==> src/rtl/hub75_pkg.sv <==
// Shared definitions for the HUB75 BCM scanner: scan states, a clog2 helper
// and the bit-plane on-time formula used by both RTL and bench.
package hub75_pkg;

  typedef enum logic [2:0] {
    ST_IDLE,
    ST_SHIFT,
    ST_WAIT_OE,
    ST_BLANK,
    ST_LATCH
  } scan_state_e;

  function automatic int unsigned clog2(input int unsigned v);
    int unsigned r;
    r = 0;
    for (int i = 0; i < 32; i++) begin
      if ((32'd1 << i) < v) r = i + 1;
    end
    return r;
  endfunction

  // Plane p is lit for base<<p cycles (binary-coded modulation weight).
  function automatic int unsigned bcm_on_cycles(input int unsigned base,
                                                input int unsigned plane);
    return base << plane;
  endfunction

endpackage

==> src/rtl/bcm_oe_timer.sv <==
// Loadable down-counter that times the output-enable window of the lit plane.
// expiring flags the last busy cycle (or an already idle timer).
module bcm_oe_timer #(
  parameter int unsigned WIDTH = 8
) (
  input  logic             clk_in,
  input  logic             reset,
  input  logic             load,
  input  logic [WIDTH-1:0] value,
  output logic             busy,
  output logic             expiring
);

  logic [WIDTH-1:0] count_q, count_d;

  always_comb begin
    count_d = count_q;
    if (load) begin
      count_d = value;
    end else if (count_q != '0) begin
      count_d = count_q - WIDTH'(1);
    end
  end

  always_ff @(posedge clk_in or negedge reset) begin
    if (!reset) begin
      count_q <= '0;
    end else begin
      count_q <= count_d;
    end
  end

  assign busy     = (count_q != '0);
  assign expiring = (count_q <= WIDTH'(1));

endmodule

==> src/rtl/hub75_bcm_scan.sv <==
// HUB75 scan generator with binary-coded modulation: plane N+1 is shifted in
// while plane N is lit, OE window timed by bcm_oe_timer.
//   state      | meaning
//   ST_IDLE    | stopped, all outputs 0, waits for enable
//   ST_SHIFT   | 2*COLUMNS cycles: load/clock one column per cycle pair
//   ST_WAIT_OE | hold until OE timer expires (also drains last plane on stop)
//   ST_BLANK   | BLANK_CYCLES with OE forced off before the latch
//   ST_LATCH   | one-cycle row latch, promotes shifted row/plane to active
module hub75_bcm_scan
  import hub75_pkg::*;
#(
  parameter int unsigned COLUMNS         = 64,
  parameter int unsigned ROW_ADDR_WIDTH  = 4,
  parameter int unsigned BRIGHTNESS_BITS = 6,
  parameter int unsigned BLANK_CYCLES    = 2,
  parameter int unsigned BASE_OE_CYCLES  = 1
) (
  input  logic                           clk_in,
  input  logic                           reset,
  input  logic                           enable,
  input  logic [BRIGHTNESS_BITS-1:0]     brightness_enable,
  output logic [clog2(COLUMNS)-1:0]      column_address,
  output logic [ROW_ADDR_WIDTH-1:0]      row_address,
  output logic [ROW_ADDR_WIDTH-1:0]      row_address_active,
  output logic [BRIGHTNESS_BITS-1:0]     brightness_mask,
  output logic                           pixel_load,
  output logic                           clk_pixel,
  output logic                           row_latch,
  output logic                           output_enable,
  output logic                           frame_start
);

  localparam int unsigned COL_W   = clog2(COLUMNS);
  localparam int unsigned CNT_W   = clog2(2 * COLUMNS + BLANK_CYCLES);
  localparam int unsigned PLANE_W = (clog2(BRIGHTNESS_BITS) > 0) ? clog2(BRIGHTNESS_BITS) : 1;
  localparam int unsigned TMR_W   = clog2(BASE_OE_CYCLES) + BRIGHTNESS_BITS + 1;

  scan_state_e               state_q, state_d;
  logic [CNT_W-1:0]          cnt_q, cnt_d;
  logic [ROW_ADDR_WIDTH-1:0] row_q, row_d;
  logic [PLANE_W-1:0]        plane_q, plane_d;
  logic [ROW_ADDR_WIDTH-1:0] row_act_q, row_act_d;
  logic [PLANE_W-1:0]        plane_act_q, plane_act_d;
  logic                      drain_q, drain_d;
  logic                      tmr_load, tmr_busy, tmr_expiring;
  logic [TMR_W-1:0]          tmr_value;

  assign tmr_value = TMR_W'(bcm_on_cycles(BASE_OE_CYCLES, 32'(plane_q)));

  bcm_oe_timer #(.WIDTH(TMR_W)) u_oe_timer (
    .clk_in   (clk_in),
    .reset    (reset),
    .load     (tmr_load),
    .value    (tmr_value),
    .busy     (tmr_busy),
    .expiring (tmr_expiring)
  );

  always_comb begin
    state_d     = state_q;
    cnt_d       = cnt_q;
    row_d       = row_q;
    plane_d     = plane_q;
    row_act_d   = row_act_q;
    plane_act_d = plane_act_q;
    drain_d     = drain_q;
    tmr_load    = 1'b0;
    unique case (state_q)
      ST_IDLE: begin
        if (enable) begin
          state_d = ST_SHIFT;
          cnt_d   = '0;
        end
      end
      ST_SHIFT: begin
        if (cnt_q == CNT_W'(2 * COLUMNS - 1)) begin
          state_d = ST_WAIT_OE;
          cnt_d   = '0;
        end else begin
          cnt_d = cnt_q + CNT_W'(1);
        end
      end
      ST_WAIT_OE: begin
        if (tmr_expiring) begin
          if (drain_q) begin
            state_d     = ST_IDLE;
            drain_d     = 1'b0;
            row_act_d   = '0;
            plane_act_d = '0;
          end else begin
            state_d = ST_BLANK;
          end
        end
      end
      ST_BLANK: begin
        if (cnt_q == CNT_W'(BLANK_CYCLES - 1)) begin
          state_d = ST_LATCH;
          cnt_d   = '0;
        end else begin
          cnt_d = cnt_q + CNT_W'(1);
        end
      end
      ST_LATCH: begin
        tmr_load    = 1'b1;
        row_act_d   = row_q;
        plane_act_d = plane_q;
        state_d     = ST_SHIFT;
        if (plane_q == PLANE_W'(BRIGHTNESS_BITS - 1)) begin
          plane_d = '0;
          row_d   = row_q + ROW_ADDR_WIDTH'(1);
          // Frame boundary: stopping still lets the last plane burn its full window.
          if ((row_q == '1) && !enable) begin
            state_d = ST_WAIT_OE;
            drain_d = 1'b1;
          end
        end else begin
          plane_d = plane_q + PLANE_W'(1);
        end
      end
      default: state_d = ST_IDLE;
    endcase
  end

  always_ff @(posedge clk_in or negedge reset) begin
    if (!reset) begin
      state_q     <= ST_IDLE;
      cnt_q       <= '0;
      row_q       <= '0;
      plane_q     <= '0;
      row_act_q   <= '0;
      plane_act_q <= '0;
      drain_q     <= 1'b0;
    end else begin
      state_q     <= state_d;
      cnt_q       <= cnt_d;
      row_q       <= row_d;
      plane_q     <= plane_d;
      row_act_q   <= row_act_d;
      plane_act_q <= plane_act_d;
      drain_q     <= drain_d;
    end
  end

  assign column_address     = (state_q == ST_SHIFT) ? cnt_q[COL_W:1] : '0;
  assign pixel_load         = (state_q == ST_SHIFT) && !cnt_q[0];
  assign clk_pixel          = (state_q == ST_SHIFT) && cnt_q[0];
  assign brightness_mask    = (state_q == ST_SHIFT) ? (BRIGHTNESS_BITS'(1) << plane_q) : '0;
  assign row_latch          = (state_q == ST_LATCH);
  assign output_enable      = tmr_busy && brightness_enable[plane_act_q];
  assign frame_start        = (state_q == ST_SHIFT) && (cnt_q == '0) &&
                              (row_q == '0) && (plane_q == '0);
  assign row_address        = row_q;
  assign row_address_active = row_act_q;

endmodule

==> config.mk <==
export PLATFORM = sky130hd
export DESIGN_NAME = hub75_bcm_scan
export DESIGN_NICKNAME = d
export VERILOG_FILES = /design/src/rtl/hub75_pkg.sv /design/src/rtl/bcm_oe_timer.sv /design/src/rtl/hub75_bcm_scan.sv
export SDC_FILE = /design/constraint.sdc
export NUM_CORES = 1
export LEC_CHECK = 0
export CAP_MARGIN = 0
export CORE_ASPECT_RATIO = 0.9
export CORE_MARGIN = 8
export CORE_UTILIZATION = 53
export CTS_BUF_LIST = sky130_fd_sc_hd__clkbuf_8 sky130_fd_sc_hd__clkbuf_16
export DETAILED_ROUTE_END_ITERATION = 8
export GPL_TIMING_DRIVEN = 1
export PLACE_DENSITY_LB_ADDON = 0.2
export SYNTH_ARGS = -nofsm -noshare
export SYNTH_HDL_FRONTEND = slang
export SYNTH_SLANG_ARGS = --single-unit
==> constraint.sdc <==
create_clock -name clk_in -period 2.3 [get_ports clk_in]
set_input_delay 0.46 -clock clk_in [delete_from_list [all_inputs] [get_ports clk_in]]
set_output_delay 0.46 -clock clk_in [all_outputs]
set_load 0.05 [all_outputs]
==> flow_metrics.env, run 1 <==
export IMPL_synthArstFlopShare=1.000
export IMPL_fin_worst_skew_ps=1.097
export IMPL_tns_ps=0
export IMPL_clk_latency_ps=280
export IMPL_fin_crit_ps=2231
export IMPL_tightest_slew_ps=643.2
export IMPL_hold_class="flip-flop to flip-flop"
export IMPL_worstPathMaxFanout=8
export IMPL_hold_violations=0
export IMPL_synth_cell_types=62
export IMPL_fmax_ghz=0.4482
export IMPL_synth_seq_cells=33
export IMPL_arrival_ps=1770
export IMPL_synthDominantCellAreaShare=0.4117
export IMPL_synthTopCellsByCount="dfrtp_1 (33), nor2_1 (20), nand2_1 (15), inv_1 (11), a22o_1 (10)"
export IMPL_timing_rr_start="cnt_q[5]"
export IMPL_placement_rows=21
export IMPL_postCtsHoldBufs=0
export IMPL_first_pass_iters=4
export IMPL_rsz0062_at_grt="no"
export IMPL_die_w_um=80.85
export IMPL_design_die_area_um2=6012
export IMPL_antenna_found_initial=0
export IMPL_drt_iter0_drc=86
export IMPL_endpoint="frame_start"
export IMPL_syn_nets=220
export IMPL_cts_root_buf="clkbuf_8"
export IMPL_numCtsBuffers=5
export IMPL_synth_edf_count=0
export IMPL_timing_rr_end="cnt_q[7]"
export IMPL_yosysMostFrequentCell="dfrtp_1"
export IMPL_netlist_area_um2=2006
export IMPL_synthTopCellsByArea="dfrtp_1 (41%), ha_1 (5.6%), a22o_1 (4.4%)"
export IMPL_crit_path_start_kind="flip-flop"
export IMPL_start_util=0.5452
export IMPL_drive_above_1_share=0.1917
export IMPL_irDropWorstVdd_mv=0.7439
export IMPL_nets=258
export IMPL_slew_viol_final=0
export IMPL_cp_required_ps=1840
export IMPL_synth_top_flop_cell="dfrtp_1"
export IMPL_power_leakage_nw=1.160
export IMPL_finalSetupViolCount=0
export IMPL_yosysWarnings=0
export IMPL_cts_tree="yes"
export IMPL_pre_cts_slack_ps=131.6
export IMPL_grt_pass1_wl_um=8728
export IMPL_postSynthCellCount=202
export IMPL_ant_nets=0
export IMPL_yosys_area_top_type="dfrtp_1"
export IMPL_wire_per_inst_um=18.25
export IMPL_dp_hpwl_um=3934
export IMPL_wirelength_um=5219
export IMPL_p_per_area_nw_per_um2=1146
export IMPL_route_detailed_drc=0
export IMPL_relSlewSlack=0.5703
export IMPL_port_buffers=33
export IMPL_regToRegSetupSlack_ps=430
export IMPL_vias_per_cell=5.969
export IMPL_n_fill_cell=273
export IMPL_cts_buffer_depth=2
export IMPL_grt_usage=0.1900
export IMPL_clkSinkCount=33
export IMPL_cp_end_kind="output port"
export IMPL_area_delta_synth_final_pct=31.19
export IMPL_grt_max_degree=34
export IMPL_maxCapViolCount=0
export IMPL_design_core_area_um2=3679
export IMPL_htree_num_levels=2
export IMPL_die_h_um=74.36
export IMPL_gp_congestion=0.8648
export IMPL_antenna_cells=0
export IMPL_cts_reportedPaths_clkPinSlew_ps=70
export IMPL_synth_area_per_cell_um2=9.929
export IMPL_num_vias=1707
export IMPL_gr_total_overflow=0
export IMPL_setup_ws_ps=68.67
export IMPL_reg2regPathDepth=5
export IMPL_status="finished clean"
export IMPL_critPathLaunch="state_q[2]"
export IMPL_grt_pass1_vias=1814
export IMPL_critPathKind="flip-flop to output port"
export IMPL_seq_area_frac_synth=0.4117
export IMPL_io_pins=34
export IMPL_finalCritPeriodShare=0.9701
power by group:
group | switching (mW) | internal (mW)
Sequential | 0.217 | 0.733
Clock | 0.206 | 0.233
Combinational | 0.909 | 0.718
metal layers:
layer,vias up,track usage,share of wire
li1,802,-,-
met1,850,0.2300,0.44
met2,49,0.3114,0.49
met4,0,0.06139,0.011
met3,6,0.06280,0.057
met5,-,0,0
placed cells by master (no fill, tap or decap), types with 5 or more instances in the layout:
| cell type | netlist | layout |
|---|---|---|
| dfrtp_1 | 33 | 33 |
| o21ai_0 | 5 | 5 |
| nor2_1 | 20 | 20 |
| clkdlybuf4s50_1 | 0 | 16 |
| a22o_1 | 10 | 10 |
| nand2_1 | 15 | 15 |
| buf_4 | 1 | 8 |
| and2_1 | 5 | 5 |
| ha_1 | 9 | 9 |
| clkbuf_8 | 0 | 6 |
| buf_12 | 1 | 16 |
| nand3_1 | 5 | 5 |
| inv_1 | 11 | 12 |
| xnor2_1 | 6 | 6 |
worst max-delay path: stages (launching register included):
cell      delay [ps]
dfrtp_1          460
nand2b_1         220
nor2_1           150
and3_1           250
and4_1           260
buf_12           150
flip-flops by register name (all words and copies together), names as in the netlist:
register            flops
u_oe_timer.count_q      7
cnt_q                   8
plane_q                 3
row_address_active      4
row_address             4
state_q                 3
plane_act_q             3
drain_q                 1
logic make-up (layout without fill, tap and decap cells):
kind of cell    Yosys count  in the layout  share of synthesized area
buf+inv                  21             59                    0.06175
xor+xnor                  8              8                    0.03494
simple gates             85             85                     0.2433
mux                       5              5                    0.03244
flops                    33             33                     0.4117
compound gates           41             41                     0.1597
fa+ha+maj                 9              9                    0.05615
timing repair:
action                     in CTS  in global routing
setup endpoints to repair       0                  7
setup buffers                   0                  0
gates resized for setup         0                  2
area by class of cell:
| type | count | area [um2] | area share |
|---|---|---|---|
| clock buffer | 6 | 82.58 | 0.03138 |
| tap | 46 | 57.56 | 0.02187 |
| timing repair buffer | 40 | 540.5 | 0.2054 |
| sequential | 33 | 825.8 | 0.3138 |
| multi-input combinational | 148 | 1075 | 0.4085 |
| inverter | 12 | 46.29 | 0.01759 |
| clock inverter | 1 | 3.754 | 0.001427 |
per-stage QoR:
step | total power [mW] | std cells | util | instance area [um2] | hold slack, ps
2_1_floorplan | 2.014 | 202 | - | 2021 | 164.4
3_3_place_gp | 2.484 | 279 | 0.6908 | 2541 | 485.3
3_5_place_dp | 2.560 | 279 | 0.6908 | 2541 | 481.1
4_1_cts | 3.005 | 286 | 0.7143 | 2628 | 507.7
5_1_grt | 3.216 | 286 | 0.7153 | 2631 | 521.2
6_report | 3.016 | 286 | 0.7153 | 2631 | 504.7
worst min-delay path by stage:
stage                          startpoint                     to  slack [ps]  depth (start not counted)
detailed placement  row_address_active[0]  row_address_active[0]         480                          1
CTS                 row_address_active[1]  row_address_active[1]         510                          1
floorplan                           reset               cnt_q[0]         160                          0
finish              row_address_active[1]  row_address_active[1]         500                          1
global route        row_address_active[3]  row_address_active[3]         520                          1
global placement    row_address_active[0]  row_address_active[0]         490                          1
Power figures use the tool's default switching activity.
==> run 2, diff against run 1 <==
Settings changed: CELL_PAD_IN_SITES_DETAIL_PLACEMENT from default to 0, CELL_PAD_IN_SITES_GLOBAL_PLACEMENT from default to 1, CORE_UTILIZATION 53 to 41.
==> flow_metrics.env, run 2 (same netlist as run 1, synthesis figures left out) <==
export IMPL_tns_ps=0
export IMPL_irDropWorstVdd_mv=0.6177
export IMPL_port_buffers=33
export IMPL_dp_hpwl_um=3675
export IMPL_cts_root_buf="clkbuf_8"
export IMPL_finalInstanceArea_um2=2699
export IMPL_area_delta_synth_final_pct=34.56
export IMPL_num_vias=1632
export IMPL_htree_num_levels=2
export IMPL_design_core_area_um2=4775
export IMPL_grt_pass1_vias=1728
export IMPL_route_detailed_drc=0
export IMPL_clk_latency_ps=290
export IMPL_gr_total_overflow=0
export IMPL_gp_congestion=0.7755
export IMPL_arrival_ps=1730
export IMPL_rsz0062_at_grt="no"
export IMPL_critPathKind="flip-flop to output port"
export IMPL_wirelength_um=4993
export IMPL_postCtsHoldBufs=0
export IMPL_fmax_ghz=0.4556
export IMPL_layout_common_cells="dfrtp_1 (32), nor2_1 (18), clkdlybuf4s50_1 (16), buf_12 (16), nand2_1 (15)"
export IMPL_antenna_found_initial=0
export IMPL_cp_end_kind="output port"
export IMPL_die_w_um=89.73
export IMPL_comb_power_share=0.531
export IMPL_placement_rows=24
export IMPL_crit_chain="nand2b_1, nor2_1, and3_2, and4_1, buf_12"
export IMPL_slowest_delay_ps=450
export IMPL_grt_max_degree=34
export IMPL_cts_reportedPaths_clkPinSlew_ps=70
export IMPL_grt_pass1_wl_um=8659
export IMPL_maxCapViolCount=0
export IMPL_instances_no_fill=309
export IMPL_numCtsBuffers=5
export IMPL_die_h_um=82.36
export IMPL_antenna_cells=0
export IMPL_critPathSlowestCell="dfrtp_2"
export IMPL_finalCritPeriodShare=0.9543
export IMPL_grt_usage=0.1477
export IMPL_start_util=0.4201
export IMPL_fin_worst_skew_ps=2.738
export IMPL_placed_cells=301
export IMPL_cell_internal_pwr_mw=1.768
export IMPL_timing_rr_start="u_oe_timer.count_q[3]"
export IMPL_regToRegSetupSlack_ps=470
export IMPL_setup_ws_ps=105.2
export IMPL_wire_per_inst_um=16.16
export IMPL_worstHoldPathCells=1
export IMPL_hold_end="row_address_active[2]"
export IMPL_p_per_area_nw_per_um2=1146
export IMPL_status="finished clean"
export IMPL_fin_crit_ps=2195
export IMPL_power_leakage_nw=1.178
export IMPL_crit_family="simple AND/OR/NAND/NOR gates"
export IMPL_tightest_slew_ps=509.6
export IMPL_dpl_cell_area_um2=2587
export IMPL_pre_cts_slack_ps=161.7
export IMPL_cp_required_ps=1840
export IMPL_nets=261
export IMPL_p_clk_frac=0.158
export IMPL_finalPower_mw=3.092
export IMPL_worstPathMaxFanout=8
export IMPL_n_fill_cell=423
export IMPL_regMostFlops="cnt_q"
export IMPL_pwr_share_seq=0.311
export IMPL_hold_class="flip-flop to flip-flop"
export IMPL_reg_top3="cnt_q: 8 flops, u_oe_timer.count_q: 7 flops"
export IMPL_hold_violations=0
export IMPL_ant_nets=0
export IMPL_drive_above_1_share=0.2213
export IMPL_finalSetupViolCount=0
export IMPL_layout_commonest_cell="dfrtp_1"
export IMPL_relSlewSlack=0.6592
export IMPL_drt_iter0_drc=63
export IMPL_first_pass_iters=4
export IMPL_cts_buffer_depth=2
export IMPL_vias_per_cell=5.282
export IMPL_cts_tree="yes"
export IMPL_largest_register_ff_count=8
export IMPL_design_die_area_um2=7389
export IMPL_worstHoldStart="row_address_active[2]"
export IMPL_switchingPower_mw=1.324
export IMPL_swShare=0.4281
export IMPL_io_pins=34
export IMPL_reg2regPathDepth=5
export IMPL_slew_viol_final=0
export IMPL_timing_rr_end="u_oe_timer.count_q[1]"
export IMPL_crit_path_start_kind="flip-flop"
export IMPL_crit_buf_inv=1
export IMPL_clkSinkCount=33
==> run 2: cell count changes in the layout (fill, tap and decap cells not counted), sizes merged <==
cell / change
buf: +3
clkbuf: +1
clkinv: +1
inv: -1
==> run 2: layout make-up <==
type / count / area [um2] / area share
inverters: 12 / 46.29 / 0.01715
clock inverters: 1 / 5.005 / 0.001854
clock buffers: 7 / 96.34 / 0.03570
well taps: 65 / 81.33 / 0.03013
repair buffers: 43 / 563.0 / 0.2086
flip-flops and latches: 33 / 827.0 / 0.3064
multi-input cells: 148 / 1080 / 0.4001
==> run 2: worst max-delay path by stage <==
stage                         start            end  slack (ps)  cells after the start
3_5_place_dp   brightness_enable[3]  output_enable         160                      5
6_report                 state_q[2]    frame_start         110                      5
3_3_place_gp   brightness_enable[3]  output_enable         180                      5
5_1_grt                  state_q[2]    frame_start           3                      5
4_1_cts                  state_q[2]    frame_start          20                      5
2_1_floorplan            state_q[2]    frame_start          10                      4
==> run 2: power by group through the flow <==
stage | combinational (mW) | sequential, mW | clock [mW]
6_report | 1.64 | 0.962 | 0.489
5_1_grt | 1.81 | 0.996 | 0.528
4_1_cts | 1.64 | 0.960 | 0.504
3_5_place_dp | 1.63 | 0.971 | 0
3_3_place_gp | 1.63 | 0.961 | 0
2_1_floorplan | 1.15 | 0.864 | 0
==> run 2: repair_timing <==
item	CTS	global route
resized for setup	0	5
hold endpoints to repair	0	0
setup endpoints to repair	0	10
setup buffers	0	0
==> run 2: layer usage <==
layer | GRT usage | wire, um | up-vias
met5 | 0 | 0 | -
met4 | 0.05059 | 44 | 0
met3 | 0.04336 | 295 | 5
met2 | 0.2291 | 2239 | 36
met1 | 0.1941 | 2414 | 780
li1 | - | - | 811
==> run 2: metrics by stage <==
step           hold WS, ps  utilization
2_1_floorplan        164.4            -
3_3_place_gp         484.7       0.5419
3_5_place_dp         480.8       0.5419
4_1_cts              506.3       0.5632
5_1_grt              529.4       0.5653
6_report             505.8       0.5653
